$ cat src/rtl/timer_pkg.sv
// Shared constants for the memory-mapped interval timer: register offsets,
// TCON bit positions and the default base address.
package timer_pkg;

  localparam logic [31:0] DEFAULT_BASE = 32'h4000_0000;

  localparam logic [3:0] TH_OFS    = 4'h0;
  localparam logic [3:0] TL_OFS    = 4'h4;
  localparam logic [3:0] TCON_OFS  = 4'h8;
  localparam logic [3:0] OVCNT_OFS = 4'hC;

  localparam int unsigned EN_BIT = 0;
  localparam int unsigned IE_BIT = 1;
  localparam int unsigned ST_BIT = 2;

  typedef enum logic [1:0] {
    SEL_TH    = 2'd0,
    SEL_TL    = 2'd1,
    SEL_TCON  = 2'd2,
    SEL_OVCNT = 2'd3
  } reg_sel_e;

  // Word select within the block; the byte lane bits are ignored.
  function automatic reg_sel_e ofs_to_sel(input logic [3:0] ofs);
    return reg_sel_e'(ofs[3:2]);
  endfunction

endpackage

$ cat src/rtl/timer_prescaler.sv
// Divides the clock into count ticks: one tick every PRESCALE enabled cycles.
// Dropping the enable restarts the division from zero.
module timer_prescaler #(
  parameter int unsigned PRESCALE = 1
) (
  input  logic i_clk,
  input  logic i_rst,
  input  logic i_en,
  output logic o_tick
);

  localparam int unsigned PW = (PRESCALE > 1) ? $clog2(PRESCALE) : 1;
  localparam logic [PW-1:0] LAST = PW'(PRESCALE - 1);

  logic [PW-1:0] r_pcnt;
  logic          w_last;

  assign w_last = (r_pcnt == LAST);
  assign o_tick = i_en & w_last;

  always_ff @(posedge i_clk or posedge i_rst) begin
    if (i_rst) begin
      r_pcnt <= '0;
    end else if (!i_en || w_last) begin
      r_pcnt <= '0;
    end else begin
      r_pcnt <= r_pcnt + PW'(1);
    end
  end

endmodule

$ cat src/rtl/timer_irq.sv
// Interval timer on the peripheral bus: counts up, reloads from TH on
// overflow, latches ST and raises irqout = IE & ST until software clears ST.
module timer_irq
  import timer_pkg::*;
#(
  parameter logic [31:0] BASE     = DEFAULT_BASE,
  parameter int unsigned PRESCALE = 1,
  parameter int unsigned OVW      = 8
) (
  input  logic        clk,
  input  logic        reset,
  input  logic [31:0] addr,
  input  logic [31:0] wdata,
  input  logic        MemRd,
  input  logic        MemWr,
  output logic [31:0] rdata,
  output logic        irqout
);

  logic [31:0]    r_th;
  logic [31:0]    r_tl;
  logic           r_en;
  logic           r_ie;
  logic           r_st;
  logic [OVW-1:0] r_ovcnt;

  logic     w_hit;
  reg_sel_e w_sel;
  logic     w_wr_th, w_wr_tl, w_wr_tcon, w_wr_ov;
  logic     w_tick, w_ovf, w_ovf_set;

  assign w_hit     = (addr[31:4] == BASE[31:4]);
  assign w_sel     = ofs_to_sel(addr[3:0]);
  assign w_wr_th   = MemWr & w_hit & (w_sel == SEL_TH);
  assign w_wr_tl   = MemWr & w_hit & (w_sel == SEL_TL);
  assign w_wr_tcon = MemWr & w_hit & (w_sel == SEL_TCON);
  assign w_wr_ov   = MemWr & w_hit & (w_sel == SEL_OVCNT);

  timer_prescaler #(.PRESCALE(PRESCALE)) u_prescaler (
    .i_clk  (clk),
    .i_rst  (reset),
    .i_en   (r_en),
    .o_tick (w_tick)
  );

  // Overflow is judged on the pre-write TL, so a same-cycle TL store does not mask it.
  assign w_ovf     = w_tick & (r_tl == '1);
  assign w_ovf_set = w_ovf & r_ie;

  always_ff @(posedge clk or posedge reset) begin
    if (reset) begin
      r_th <= '0;
    end else if (w_wr_th) begin
      r_th <= wdata;
    end
  end

  always_ff @(posedge clk or posedge reset) begin
    if (reset) begin
      r_tl <= '0;
    end else if (w_wr_tl) begin
      r_tl <= wdata;
    end else if (w_tick) begin
      r_tl <= w_ovf ? r_th : r_tl + 32'd1;
    end
  end

  always_ff @(posedge clk or posedge reset) begin
    if (reset) begin
      r_ovcnt <= '0;
    end else if (w_wr_ov) begin
      r_ovcnt <= '0;
    end else if (w_ovf && (r_ovcnt != '1)) begin
      r_ovcnt <= r_ovcnt + OVW'(1);
    end
  end

  // ST can only be cleared by software; a same-cycle overflow wins.
  always_ff @(posedge clk or posedge reset) begin
    if (reset) begin
      r_en <= 1'b0;
      r_ie <= 1'b0;
      r_st <= 1'b0;
    end else if (w_wr_tcon) begin
      r_en <= wdata[EN_BIT];
      r_ie <= wdata[IE_BIT];
      r_st <= (wdata[ST_BIT] & r_st) | w_ovf_set;
    end else if (w_ovf_set) begin
      r_st <= 1'b1;
    end
  end

  assign irqout = r_ie & r_st;

  always_comb begin
    rdata = '0;
    if (MemRd && w_hit) begin
      case (w_sel)
        SEL_TH:    rdata = r_th;
        SEL_TL:    rdata = r_tl;
        SEL_TCON:  rdata = {29'd0, r_st, r_ie, r_en};
        SEL_OVCNT: rdata = 32'(r_ovcnt);
        default:   rdata = '0;
      endcase
    end
  end

endmodule

$ cat config.mk
export PLATFORM = sky130hd
export DESIGN_NAME = timer_irq
export DESIGN_NICKNAME = d
export VERILOG_FILES = /design/src/rtl/timer_pkg.sv /design/src/rtl/timer_prescaler.sv /design/src/rtl/timer_irq.sv
export SDC_FILE = /design/constraint.sdc
export NUM_CORES = 1
export LEC_CHECK = 0
export CAP_MARGIN = 20
export CORE_MARGIN = 2
export CORE_UTILIZATION = 52
export DETAILED_ROUTE_END_ITERATION = 8
export GPL_TIMING_DRIVEN = 0
export PLACE_DENSITY = 0.83
export RECOVER_POWER = 25
export SYNTH_ARGS = -nofsm -noshare
export SYNTH_HDL_FRONTEND = slang
export SYNTH_HIERARCHICAL = 1
export SYNTH_SLANG_ARGS = --single-unit
$ cat constraint.sdc
create_clock -name clk -period 3.15 [get_ports clk]
set_input_delay 0.63 -clock clk [delete_from_list [all_inputs] [get_ports clk]]
set_output_delay 0.63 -clock clk [all_outputs]
set_load 0.005 [all_outputs]
==> metrics.md <==
| Metric | Value |
|---|---|
| Slowest stage delay, CP | 0.52 ns |
| Bufs on Longest Clock Path | 2 |
| Routed length on met2 | 7950 um |
| Seq cells post-synth | 76 |
| Fraction of layout cells with a size suffix above 1 | 24.7% |
| First-pass GRT wire length | 24200 um |
| Post-synth top area share | 39.7% |
| Crit path kind | input port to output port |
| Register area | 1900 um2 |
| Post-Syn Area | 4790 um2 |
| FFs w/ async S/R, synth | 100% |
| R2R depth | 8 |
| Uppermost routed layer | met4 |
| Final worst-path cycle share | 101% |
| Remaining DRCs | 0 |
| Hold depth | 1 |
| Post-route ant nets | 0 |
| DR vias | 4971 |
| Max Cap Viol | 0 |
| Min Tclk post-route | 3.17 ns |
| Setup slack at placement | -1.07 ns |
| Gp weighted congestion | 0.919 |
| Final setup viols | 1 |
| Final wirelength | 16400 um |
| Setup slack after layout | -0.0197 ns |
| Synth cell types | 57 |
| Die Width | 100 um |
| Sequential share of power | 50.7% |
| Register area share after synthesis | 39.7% |
| Fmax achieved | 0.315 GHz |
| Initial antenna violation count | 0 |
| Post-Route Setup TNS | -0.0197 ns |
| Drt initial violations | 617 |
| CP max FO | 10 |
| Run status | complete, but fails checks |
| Max Slew Vio Count | 0 |
| Die area | 10000 um2 |
| Worst IR Drop VDD | 0.248 mV |
| Area grow syn2layout | 37.0% |
| Final Non-Filler Cells | 776 |
| Row count | 35 |
| IO Count | 101 |
| Leak | 0.00294 uW |
| Worst hold slack | 0.544 ns |
| N_diodes | 0 |
| Worst path bufs/invs | 4 |
| First-pass detailed-route iteration total | 5 |
| Crit path max-delay family | buffers and inverters |
| PD cells | 293 nW/um2 |
| Levels on crit path | 8 |
| WL met3 | 1590 um |
| Startpoint Class | input port |
| Hold Crit Class | flip-flop to flip-flop |
| # port buffers | 97 |
| Gate Count Post-Synth | 529 |
| Mapped Nets | 599 |
| # nets final | 730 |
| CTS Hold Bufs | 0 |
| Slew @ Worst Pin | 1.25 ns |
| Fin Clk Skew | 0.0109 ns |
| Clock network power share | 40.6% |
| Vias in the first global route | 4700 |
| Worst Path Arrival | 2.54 ns |
| Reg clk slew, reported paths | 0.08 ns |
| Dpl hpwl | 10300 um |
| Final Hold Viols | 0 |
| Clock latency on the worst-skew pair | 0.36 ns |
| Initial core utilization | 52.6% |
| Psw | 473 uW |
| # placed instances | 738 |
| WL met1 | 6350 um |
| Net Sw Frac | 24.6% |
| Largest cells by area after synthesis | dfrtp_1, mux2i_1, mux2_2 |
| CTS HTree Levels | 3 |
| Worst Path Required | 2.52 ns |
| Violated checks | negative setup slack |
| Main synth FF type | dfrtp_1 |
| Slew Limit Headroom | 16.0% |
| Avg WL per Cell | 21.1 um |
| All-Layer GR Usage | 31.1% |
| Post-Syn Area per Cell | 9.06 um2 |
| Root Buffer | clkbuf_8 |
| Largest net degree at the start of global routing | 50 |
| Vias/cell | 6.41 |
| Core area | 9110 um2 |
| Area of the multi-input gates | 2880 um2 |
| CP Capture Type | output port |
| Post-synth EDFFs | 0 |
| Die Y | 100 um |
| Gate power share | 8.7% |
| Clk sink count | 76 |
| GRT overflow | 0 |
| Power, Total | 1920 uW |
| Yosys warns | 6 |
| Crit-path cells | clkdlybuf4s50_1 > buf_6 > buf_6 > mux2i_1 > nor2_1 > a21oi_1 > nor2_1 > clkdlybuf4s50_1 |
| Internal power | 1450 uW |
| Largest area contributor in the netlist | dfrtp_1 |
| CP max stage cell | clkdlybuf4s50_1 |
| CTS buffer count | 9 |
| TritonCTS clock tree | built |
| Fillers | 666 |
==> power groups by stage <==
stage	logic (uW)	clock network [uW]	registers [uW]
after floorplan	54.7	0	995
after global placement	158	0	995
after detailed placement	164	0	995
after CTS	167	778	976
after global routing	179	820	976
final	168	780	976
==> synthesized netlist by cell type (all sizes together), types with 2 or more instances <==
cell,number
nor3b,2
nand4,15
a22o,2
a31o,2
ha,2
nor2,74
dfrtp,76
or3,2
xor2,12
o21ai,19
a21o,7
mux4,3
a21oi,34
and4,3
nor3,16
and3,10
a31oi,10
inv,11
mux2,32
nand3,17
o211ai,7
buf,19
nor2b,3
mux2i,35
clkbuf,19
nor4,15
a211oi,6
o22ai,3
nand2,40
and2,8
xnor2,9
a211o,4
==> through the flow <==
| step | area (um2) | util (%) |
|---|---|---|
| after floorplan | 4790 | - |
| after global placement | 5900 | 64.8 |
| after detailed placement | 5930 | 65.1 |
| after CTS | 6410 | 70.4 |
| after global routing | 6560 | 72.1 |
| final | 6560 | 72.1 |
==> cell type report <==
cell class / count / share of cell area (%)
multi-input combinational: 404 / 43.8
sequential: 76 / 29.0
timing repair buffer: 122 / 17.0
buffer: 36 / 4.37
tap: 111 / 2.12
clock buffer: 10 / 2.10
clock inverter: 6 / 0.972
inverter: 11 / 0.648
==> kinds of logic (layout without fill, tap and decap cells) <==
family | Yosys count | count (layout) | share of synthesized area [%]
fa+ha+maj | 2 | 2 | 0.522
flops | 76 | 76 | 39.7
other cells | 1 | 1 | 0.0783
xor+xnor | 21 | 21 | 3.84
simple gates | 211 | 211 | 22.3
buf+inv | 49 | 185 | 4.52
mux | 70 | 70 | 16.3
compound gates | 99 | 99 | 12.8
==> state kept, by name (all words and copies together), names as in the netlist <==
signal              flops
r_en                    1
r_ie                    1
r_ovcnt                 8
r_st                    1
r_th                   32
r_tl                   32
u_prescaler/r_pcnt      1
==> metal layers <==
metal	up-vias	GRT usage [%]
met3	55	4.46
met1	2409	41.4
met2	340	51.5
li1	2167	-
met4	0	12.8
met5	-	0
==> final timing paths <==
check | from | to | slack, ns
min in group asynchronous | reset | u_prescaler/r_pcnt | 0.57
max in group asynchronous | reset | r_tl[14] | 0.46
min reg2reg | r_th[16] | r_th[16] | 0.54
max | addr[2] | rdata[4] | -0.02
min | r_th[16] | r_th[16] | 0.54
max reg2reg | r_en | r_ovcnt[6] | 0.33
==> layout by cell type, fill, tap and decap left out, types with 3 or more instances in the layout <==
cell	n
mux2i_1	35
mux4_2	3
a31oi_1	10
a21o_1	7
dlygate4sd2_1	12
nor2_1	56
dlymetal6s2s_1	14
clkdlybuf4s50_1	46
xnor2_1	9
a21oi_1	34
xor2_1	12
dfrtp_1	76
o22ai_1	3
nor2_4	13
clkbuf_8	11
a211o_1	4
nand4_1	13
buf_8	3
clkbuf_1	10
mux2_2	27
inv_1	10
nor3_1	15
and4_1	3
clkbuf_16	3
buf_6	9
o21ai_0	18
o211ai_1	7
mux2_4	5
nand2_1	38
nor2_2	5
buf_2	28
a211oi_1	6
and3_1	10
and2_1	7
nor4_2	7
nand3_1	17
clkbuf_2	6
buf_4	19
nor4_1	7
==> worst reg2reg max path: stages (launching register included) <==
cell and delay (ns):
dfrtp_1 0.38, nor2b_4 0.14, clkbuf_1 0.50, nand4_4 0.23
nor4_4 0.59, buf_2 0.38, nand4_1 0.18, nor3_1 0.20
a211oi_1 0.07
==> timing repair <==
action                     CTS  global route
gates resized for setup    171            38
setup buffers               15             7
pin swaps                   31            14
gates cloned                 2             1
setup endpoints to repair   32            95
Note: power is estimated with default switching activity, not from simulation.
